--- src/rtl/pipeline_hazard_ctrl_pkg.sv ---
`default_nettype none
// ============================================================================
// Module   : pipeline_hazard_ctrl_pkg
// Purpose  : Shared constants for the pipeline hazard controller.
//            - Forwarding mux select codes for the Execute stage operands.
//            - State encodings of the MULT/DIV busy sequencer.
// Revision : 1.0  initial release
// ============================================================================
package pipeline_hazard_ctrl_pkg;

    // Execute-stage operand source select
    localparam logic [1:0] c_FWD_RF = 2'b00;  // register file / D-E register value
    localparam logic [1:0] c_FWD_W  = 2'b01;  // Writeback stage result
    localparam logic [1:0] c_FWD_M  = 2'b10;  // Memory stage result

    // MULT/DIV sequencer states
    localparam int                      c_MD_STATE_W = 1;
    localparam logic [c_MD_STATE_W-1:0] c_MD_IDLE    = 1'b0;
    localparam logic [c_MD_STATE_W-1:0] c_MD_BUSY    = 1'b1;

endpackage : pipeline_hazard_ctrl_pkg
`default_nettype wire

--- src/rtl/pipeline_hazard_ctrl_md_busy_seq.sv ---
`default_nettype none
// ============================================================================
// Module   : md_busy_seq
// Purpose  : Occupancy sequencer for the multi-cycle HI/LO (MULT/DIV) unit.
//            A start loads the down-counter with (cycles-1); the unit reports
//            busy until the cycle after the counter reaches zero, so busy is
//            high for exactly MULT_CYCLES or DIV_CYCLES cycles.
// Ports    : clk     in  clock, rising edge
//            reset   in  asynchronous, active-high
//            start   in  MULT/DIV issues this cycle
//            is_div  in  1 = DIV, 0 = MULT (qualified by start)
//            busy    out HI/LO unit occupied (decoded from the state register)
// Revision : 1.0  initial release
// ============================================================================
module md_busy_seq
    import pipeline_hazard_ctrl_pkg::*;
#(
    parameter int MULT_CYCLES = 5,
    parameter int DIV_CYCLES  = 10,
    parameter int CNT_W       = 4
) (
    input  logic clk,
    input  logic reset,
    input  logic start,
    input  logic is_div,
    output logic busy
);

    localparam logic [CNT_W-1:0] c_MULT_LOAD = CNT_W'(MULT_CYCLES - 1);
    localparam logic [CNT_W-1:0] c_DIV_LOAD  = CNT_W'(DIV_CYCLES - 1);
    localparam logic [CNT_W-1:0] c_CNT_ONE   = CNT_W'(1);

    logic [c_MD_STATE_W-1:0] r_state;
    logic [c_MD_STATE_W-1:0] w_state_nxt;
    logic [CNT_W-1:0]        r_cnt;
    logic [CNT_W-1:0]        w_cnt_nxt;

    always_ff @(posedge clk or posedge reset) begin
        if (reset) begin
            r_state <= c_MD_IDLE;
            r_cnt   <= '0;
        end else begin
            // Decode holds any HI/LO user while busy, so a start can never
            // legally arrive here; if it does, it is dropped.
            if (r_state == c_MD_BUSY) begin
                assert (!start);
            end
            r_state <= w_state_nxt;
            r_cnt   <= w_cnt_nxt;
        end
    end

    always_comb begin
        w_state_nxt = r_state;
        w_cnt_nxt   = r_cnt;
        case (r_state)
            c_MD_IDLE: begin
                if (start) begin
                    w_state_nxt = c_MD_BUSY;
                    w_cnt_nxt   = is_div ? c_DIV_LOAD : c_MULT_LOAD;
                end
            end
            c_MD_BUSY: begin
                if (r_cnt == '0) begin
                    w_state_nxt = c_MD_IDLE;
                end else begin
                    w_cnt_nxt = r_cnt - c_CNT_ONE;
                end
            end
            default: begin
                w_state_nxt = c_MD_IDLE;
                w_cnt_nxt   = '0;
            end
        endcase
    end

    assign busy = (r_state == c_MD_BUSY);

endmodule : md_busy_seq
`default_nettype wire

--- src/rtl/pipeline_hazard_ctrl.sv ---
`default_nettype none
// ============================================================================
// Module   : pipeline_hazard_ctrl
// Purpose  : Hazard/sequencing controller for the 5-stage pipeline registers.
//            Produces stall/clear controls for F/D and D/E, operand forwarding
//            selects for Decode and Execute, and tracks HI/LO unit occupancy.
// Ports    : clk, reset                  clock / async active-high reset
//            rs_D, rt_D, use_rs_D, use_rt_D, branch_D, taken_D, md_use_D
//                                        Decode instruction information
//            rs_E, rt_E, rd_E, regwrite_E, memtoreg_E, md_start_E, md_div_E
//                                        Execute instruction information
//            rd_M, regwrite_M, memtoreg_M Memory instruction information
//            rd_W, regwrite_W            Writeback instruction information
//            stall_F, stall_D            hold PC/F-D and the Decode instruction
//            clear_D, clear_E            bubble F/D and D/E registers
//            fwdA_D, fwdB_D              Decode operand from M-stage result
//            fwdA_E, fwdB_E              Execute operand select (c_FWD_*)
//            md_busy                     HI/LO unit occupied
// Revision : 1.0  initial release
// ============================================================================
module pipeline_hazard_ctrl
    import pipeline_hazard_ctrl_pkg::*;
#(
    parameter int RA_W        = 5,
    parameter int MULT_CYCLES = 5,
    parameter int DIV_CYCLES  = 10,
    parameter int CNT_W       = 4
) (
    input  logic            clk,
    input  logic            reset,
    input  logic [RA_W-1:0] rs_D,
    input  logic [RA_W-1:0] rt_D,
    input  logic            use_rs_D,
    input  logic            use_rt_D,
    input  logic            branch_D,
    input  logic            taken_D,
    input  logic            md_use_D,
    input  logic [RA_W-1:0] rs_E,
    input  logic [RA_W-1:0] rt_E,
    input  logic [RA_W-1:0] rd_E,
    input  logic            regwrite_E,
    input  logic            memtoreg_E,
    input  logic            md_start_E,
    input  logic            md_div_E,
    input  logic [RA_W-1:0] rd_M,
    input  logic            regwrite_M,
    input  logic            memtoreg_M,
    input  logic [RA_W-1:0] rd_W,
    input  logic            regwrite_W,
    output logic            stall_F,
    output logic            stall_D,
    output logic            clear_D,
    output logic            clear_E,
    output logic            fwdA_D,
    output logic            fwdB_D,
    output logic [1:0]      fwdA_E,
    output logic [1:0]      fwdB_E,
    output logic            md_busy
);

    logic       w_e_match;   // E destination matches a used D source
    logic       w_m_match;   // M destination matches a used D source
    logic       w_lw_stall;
    logic       w_br_stall;
    logic       w_md_stall;
    logic       w_stall;
    logic [1:0] w_fwd_a_e;
    logic [1:0] w_fwd_b_e;

    // Register 0 is hard-wired, so a zero destination never creates a hazard.
    assign w_e_match = regwrite_E && (rd_E != '0) &&
                       ((use_rs_D && (rs_D == rd_E)) || (use_rt_D && (rt_D == rd_E)));
    assign w_m_match = regwrite_M && (rd_M != '0) &&
                       ((use_rs_D && (rs_D == rd_M)) || (use_rt_D && (rt_D == rd_M)));

    assign w_lw_stall = memtoreg_E && w_e_match;
    // Branches compare in Decode: an ALU result still in E, or load data not
    // yet available in M, cannot be forwarded there in time.
    assign w_br_stall = branch_D && (w_e_match || (memtoreg_M && w_m_match));
    // A start in E this cycle is counted as busy too, since md_busy rises
    // only after the edge.
    assign w_md_stall = md_use_D && (md_busy || md_start_E);
    assign w_stall    = w_lw_stall || w_br_stall || w_md_stall;

    // M has priority over W: it holds the younger write to the register.
    always_comb begin
        w_fwd_a_e = c_FWD_RF;
        w_fwd_b_e = c_FWD_RF;
        if (regwrite_M && (rs_E != '0) && (rs_E == rd_M)) begin
            w_fwd_a_e = c_FWD_M;
        end else if (regwrite_W && (rs_E != '0) && (rs_E == rd_W)) begin
            w_fwd_a_e = c_FWD_W;
        end
        if (regwrite_M && (rt_E != '0) && (rt_E == rd_M)) begin
            w_fwd_b_e = c_FWD_M;
        end else if (regwrite_W && (rt_E != '0) && (rt_E == rd_W)) begin
            w_fwd_b_e = c_FWD_W;
        end
    end

    // W data reaches Decode through the write-first register file, so only
    // the M result is forwarded into Decode.
    assign fwdA_D  = !reset && regwrite_M && (rs_D != '0) && (rs_D == rd_M);
    assign fwdB_D  = !reset && regwrite_M && (rt_D != '0) && (rt_D == rd_M);
    assign fwdA_E  = reset ? c_FWD_RF : w_fwd_a_e;
    assign fwdB_E  = reset ? c_FWD_RF : w_fwd_b_e;

    assign stall_F = !reset && w_stall;
    assign stall_D = !reset && w_stall;
    assign clear_E = !reset && w_stall;
    // A stalled branch stays in Decode; its redirect is taken once released.
    assign clear_D = !reset && taken_D && !w_stall;

    md_busy_seq #(
        .MULT_CYCLES (MULT_CYCLES),
        .DIV_CYCLES  (DIV_CYCLES),
        .CNT_W       (CNT_W)
    ) u_md_busy_seq (
        .clk    (clk),
        .reset  (reset),
        .start  (md_start_E),
        .is_div (md_div_E),
        .busy   (md_busy)
    );

endmodule : pipeline_hazard_ctrl
`default_nettype wire

--- config.mk ---
export PLATFORM = sky130hd
export DESIGN_NAME = pipeline_hazard_ctrl
export DESIGN_NICKNAME = d
export VERILOG_FILES = /design/src/rtl/pipeline_hazard_ctrl_pkg.sv /design/src/rtl/pipeline_hazard_ctrl_md_busy_seq.sv /design/src/rtl/pipeline_hazard_ctrl.sv
export SDC_FILE = /design/constraint.sdc
export NUM_CORES = 1
export LEC_CHECK = 0
export ABC_CLOCK_PERIOD_IN_PS = 2700
export BUFFER_PORTS_ARGS = -buffer_cell sky130_fd_sc_hd__buf_2
export CAP_MARGIN = 40
export CORE_MARGIN = 1
export CORE_UTILIZATION = 46
export DETAILED_ROUTE_END_ITERATION = 7
export PLACE_DENSITY_LB_ADDON = 0.1
export SKIP_CTS_REPAIR_TIMING = 1
export SLEW_MARGIN = 0
export SYNTH_ARGS = -nofsm -noshare
export SYNTH_HDL_FRONTEND = slang
export SYNTH_SLANG_ARGS = --single-unit
--- constraint.sdc ---
create_clock -name clk -period 2.7 [get_ports clk]
set_input_delay 0.135 -clock clk [delete_from_list [all_inputs] [get_ports clk]]
set_output_delay 0.135 -clock clk [all_outputs]
set_load 0.005 [all_outputs]
==> flow_summary_export.csv <==
group,metric,value,unit
status,outcome,"completed",
critical_path,cp-start-kind,"input port",
final_layout,area_growth,33.4,%
yosys,ys_seq_area_share,13.2,%
critical_path,r2r_setup_slack,1.14,ns
floorplan,start_util,48.6,%
critical_path,r2r_start,"u_md_busy_seq.r_cnt[1]",
clock_network,htreeDepth,1,
drt,drc,0,
drt,viasPerCell,5.32,
critical_path,required,2.57,ns
critical_path,r2r-end,"u_md_busy_seq.r_cnt[3]",
min_path,holdPathStages,2,
pwr,power_density,452,nW/um^2
final_layout,final_cell_mix,"buf_2 (59), xor2_1 (23), xnor2_1 (17), nor2_1 (8), nand2_1 (7)",
sta,finalMaxSlewViolations,0,
pwr,power.total,0.569,mW
global_routing,grt_pass1_vias,958,
final_layout,drive_gt1_share,35.2,%
floorplan,die_w,47.3,um
clock_network,clkTransAtPathRegs,0.04,ns
min_path,hp-start,"md_start_E",
sta,fmax,0.586,GHz
global_routing,grt_util_all_layers,23.7,%
yosys,synth_area,945,um^2
global_routing,top_usage_layer,"met2",
drt,wl,2.60,mm
clock_network,cts_num_sinks,5,
critical_path,crit_fanout,9,
drt,ant_nets,0,
yosys,ys_types,31,
critical_path,endpoint_kind,"primary output",
global_routing,grt_overflow_total,0,
sta,setup_tns,0,ns
global_routing,grt_antenna_before_repair,0,
min_path,holdCritPathClass,"input port to register",
global_routing,gr-usage-met3,1.92,%
floorplan,fp-row-count,16,
sta,rsz0062_at_grt,"no",
global_routing,grt_max_degree,13,
drt,dr.pass1.iters,4,
yosys,yosysWarnings,0,
sta,clock_skew,0.00163,ns
floorplan,die_area,2240,um^2
sta,fin_crit_sh,63.2,%
final_layout,nets,231,
clock_network,numCtsBuffers,3,
global_routing,use_met2,41.6,%
final_layout,nFillCells,181,
yosys,synth-seq-cells,5,
min_path,hold_end,"u_md_busy_seq.r_cnt[1]",
sta,finalSetupViolations,0,
clock_network,clk_latency,0.24,ns
clock_network,cts_tree,"done",
floorplan,die_h,47.3,um
yosys,syn-mean-instance-area,7.68,um^2
yosys,syn_nets,174,
sta,finalCriticalPeriod,1.71,ns
yosys,syn_inst,123,
sta,maxSlewHeadroom,72.6,%
final_layout,diodes,0,
drt,wl_per_cell,12.6,um
sta,worst_pin_slew,0.410,ns
pwr,ir_worst_vdd,0.000469,V
pwr,leakage,0.577,nW
final_layout,layout_commonest_cell,"buf_2",
floorplan,coreArea,1940,um^2
clock_network,root_buffer,"clkbuf_4",
drt,vias,1095,
floorplan,io_pins,60,
job,cap_violations,0,
placed_design,place_congestion,0.893,
global_routing,grt_pass1_wl,3.84,mm
critical_path,setup.worst_path.class,"input port to primary output",
placed_design,port_buffers,59,
critical_path,reg2regPathDepth,6,
clock_network,clk_path_buf_depth,2,
critical_path,cp.arrival,1.57,ns
drt,drtIter0Drc,20,
sta,finalHoldViolations,0,
placed_design,dp.cells,201,
global_routing,gr-usage-met1,29.7,%
final_layout,layout.cells.non_filler,206,
sequential cells by signal, summed over array words and instances (netlist names):
name and cells:
u_md_busy_seq.r_cnt 4, u_md_busy_seq.busy 1
per-layer routing:
| metal | vias up | share of wire, % |
|---|---|---|
| met4 | 0 | 2.0 |
| met1 | 482 | 42 |
| met3 | 6 | 6.9 |
| met5 | - | 0 |
| li1 | 552 | - |
| met2 | 55 | 49 |
worst max path at each step:
stage,start,end,slack (ns),depth (start not counted)
after CTS,rd_M[1],clear_D,1.11,6
after global placement,rd_M[1],clear_D,1.12,6
final,reset,stall_F,0.99,6
after global routing,reset,stall_D,0.78,6
after floorplan,rd_M[2],stall_D,1.21,7
after detailed placement,rt_D[3],clear_D,1.10,7
stage by stage:
step	instance area, um^2	utilization [%]	hold WS (ns)	worst slack (ns)
after floorplan	945	-	-0.0621	1.21
after global placement	1220	63.0	0.131	1.12
final	1260	64.9	0.122	0.993
after global routing	1260	64.9	0.127	0.782
after CTS	1250	64.4	-0.119	1.11
after detailed placement	1220	63.0	0.133	1.10
worst max-delay path: stages:
cell and delay, ns:
dlygate4sd3_1 0.54, buf_2 0.16, inv_1 0.25, o21ai_0 0.15, o22ai_1 0.20, buf_2 0.15
cell type report:
type / instances / area, um^2 / area share [%]
inverter: 4 / 15.0 / 1.19
timing repair buffer: 60 / 305 / 24.2
multi-input combinational: 106 / 754 / 59.9
sequential: 5 / 125 / 9.93
clock buffer: 4 / 26.3 / 2.09
tap: 27 / 33.8 / 2.68
where the power goes:
| part | leakage [nW] | internal [mW] | total (mW) | switching (mW) |
|---|---|---|---|---|
| combinational | 0.505 | 0.157 | 0.321 | 0.164 |
| sequential | 0.0564 | 0.117 | 0.162 | 0.0456 |
| clock | 0.0150 | 0.0558 | 0.0857 | 0.0299 |
cells in the mapped netlist:
cell type / instances / area share (%)
a21oi_1: 4 / 2.1
a31o_2: 1 / 0.93
a32oi_1: 2 / 1.9
and2_1: 2 / 1.3
buf_2: 4 / 2.1
buf_4: 2 / 1.6
buf_6: 1 / 1.2
clkbuf_1: 1 / 0.40
dfrtp_1: 5 / 13
ha_1: 2 / 2.6
inv_1: 4 / 1.6
mux2i_1: 1 / 1.1
nand2_1: 7 / 2.8
nand2b_1: 1 / 0.66
nand4_1: 4 / 2.6
nor2_1: 8 / 3.2
nor2b_1: 3 / 2.0
nor3_1: 5 / 2.6
nor3b_1: 1 / 0.79
nor4_1: 6 / 4.0
o2111a_1: 1 / 1.2
o2111ai_1: 1 / 0.93
o211ai_1: 1 / 0.79
o21ai_0: 6 / 3.2
o22a_1: 1 / 0.93
o22ai_1: 1 / 0.66
o311ai_0: 1 / 0.93
o31ai_1: 1 / 0.79
or4_1: 6 / 4.8
xnor2_1: 17 / 16
xor2_1: 23 / 21
cells by family (layout without fill, tap and decap cells):
logic type,count (synthesis),in the layout,share of synthesized area [%]
AND/OR/NAND/NOR,43,43,24.8
XOR/XNOR,40,40,37.1
AO/OA/AOI/OAI,20,20,14.3
buffers and inverters,12,68,6.89
flip-flops,5,5,13.2
adder cells (fa/ha/maj),2,2,2.65
multiplexers,1,1,1.06
Power figures use the tool's default switching activity.
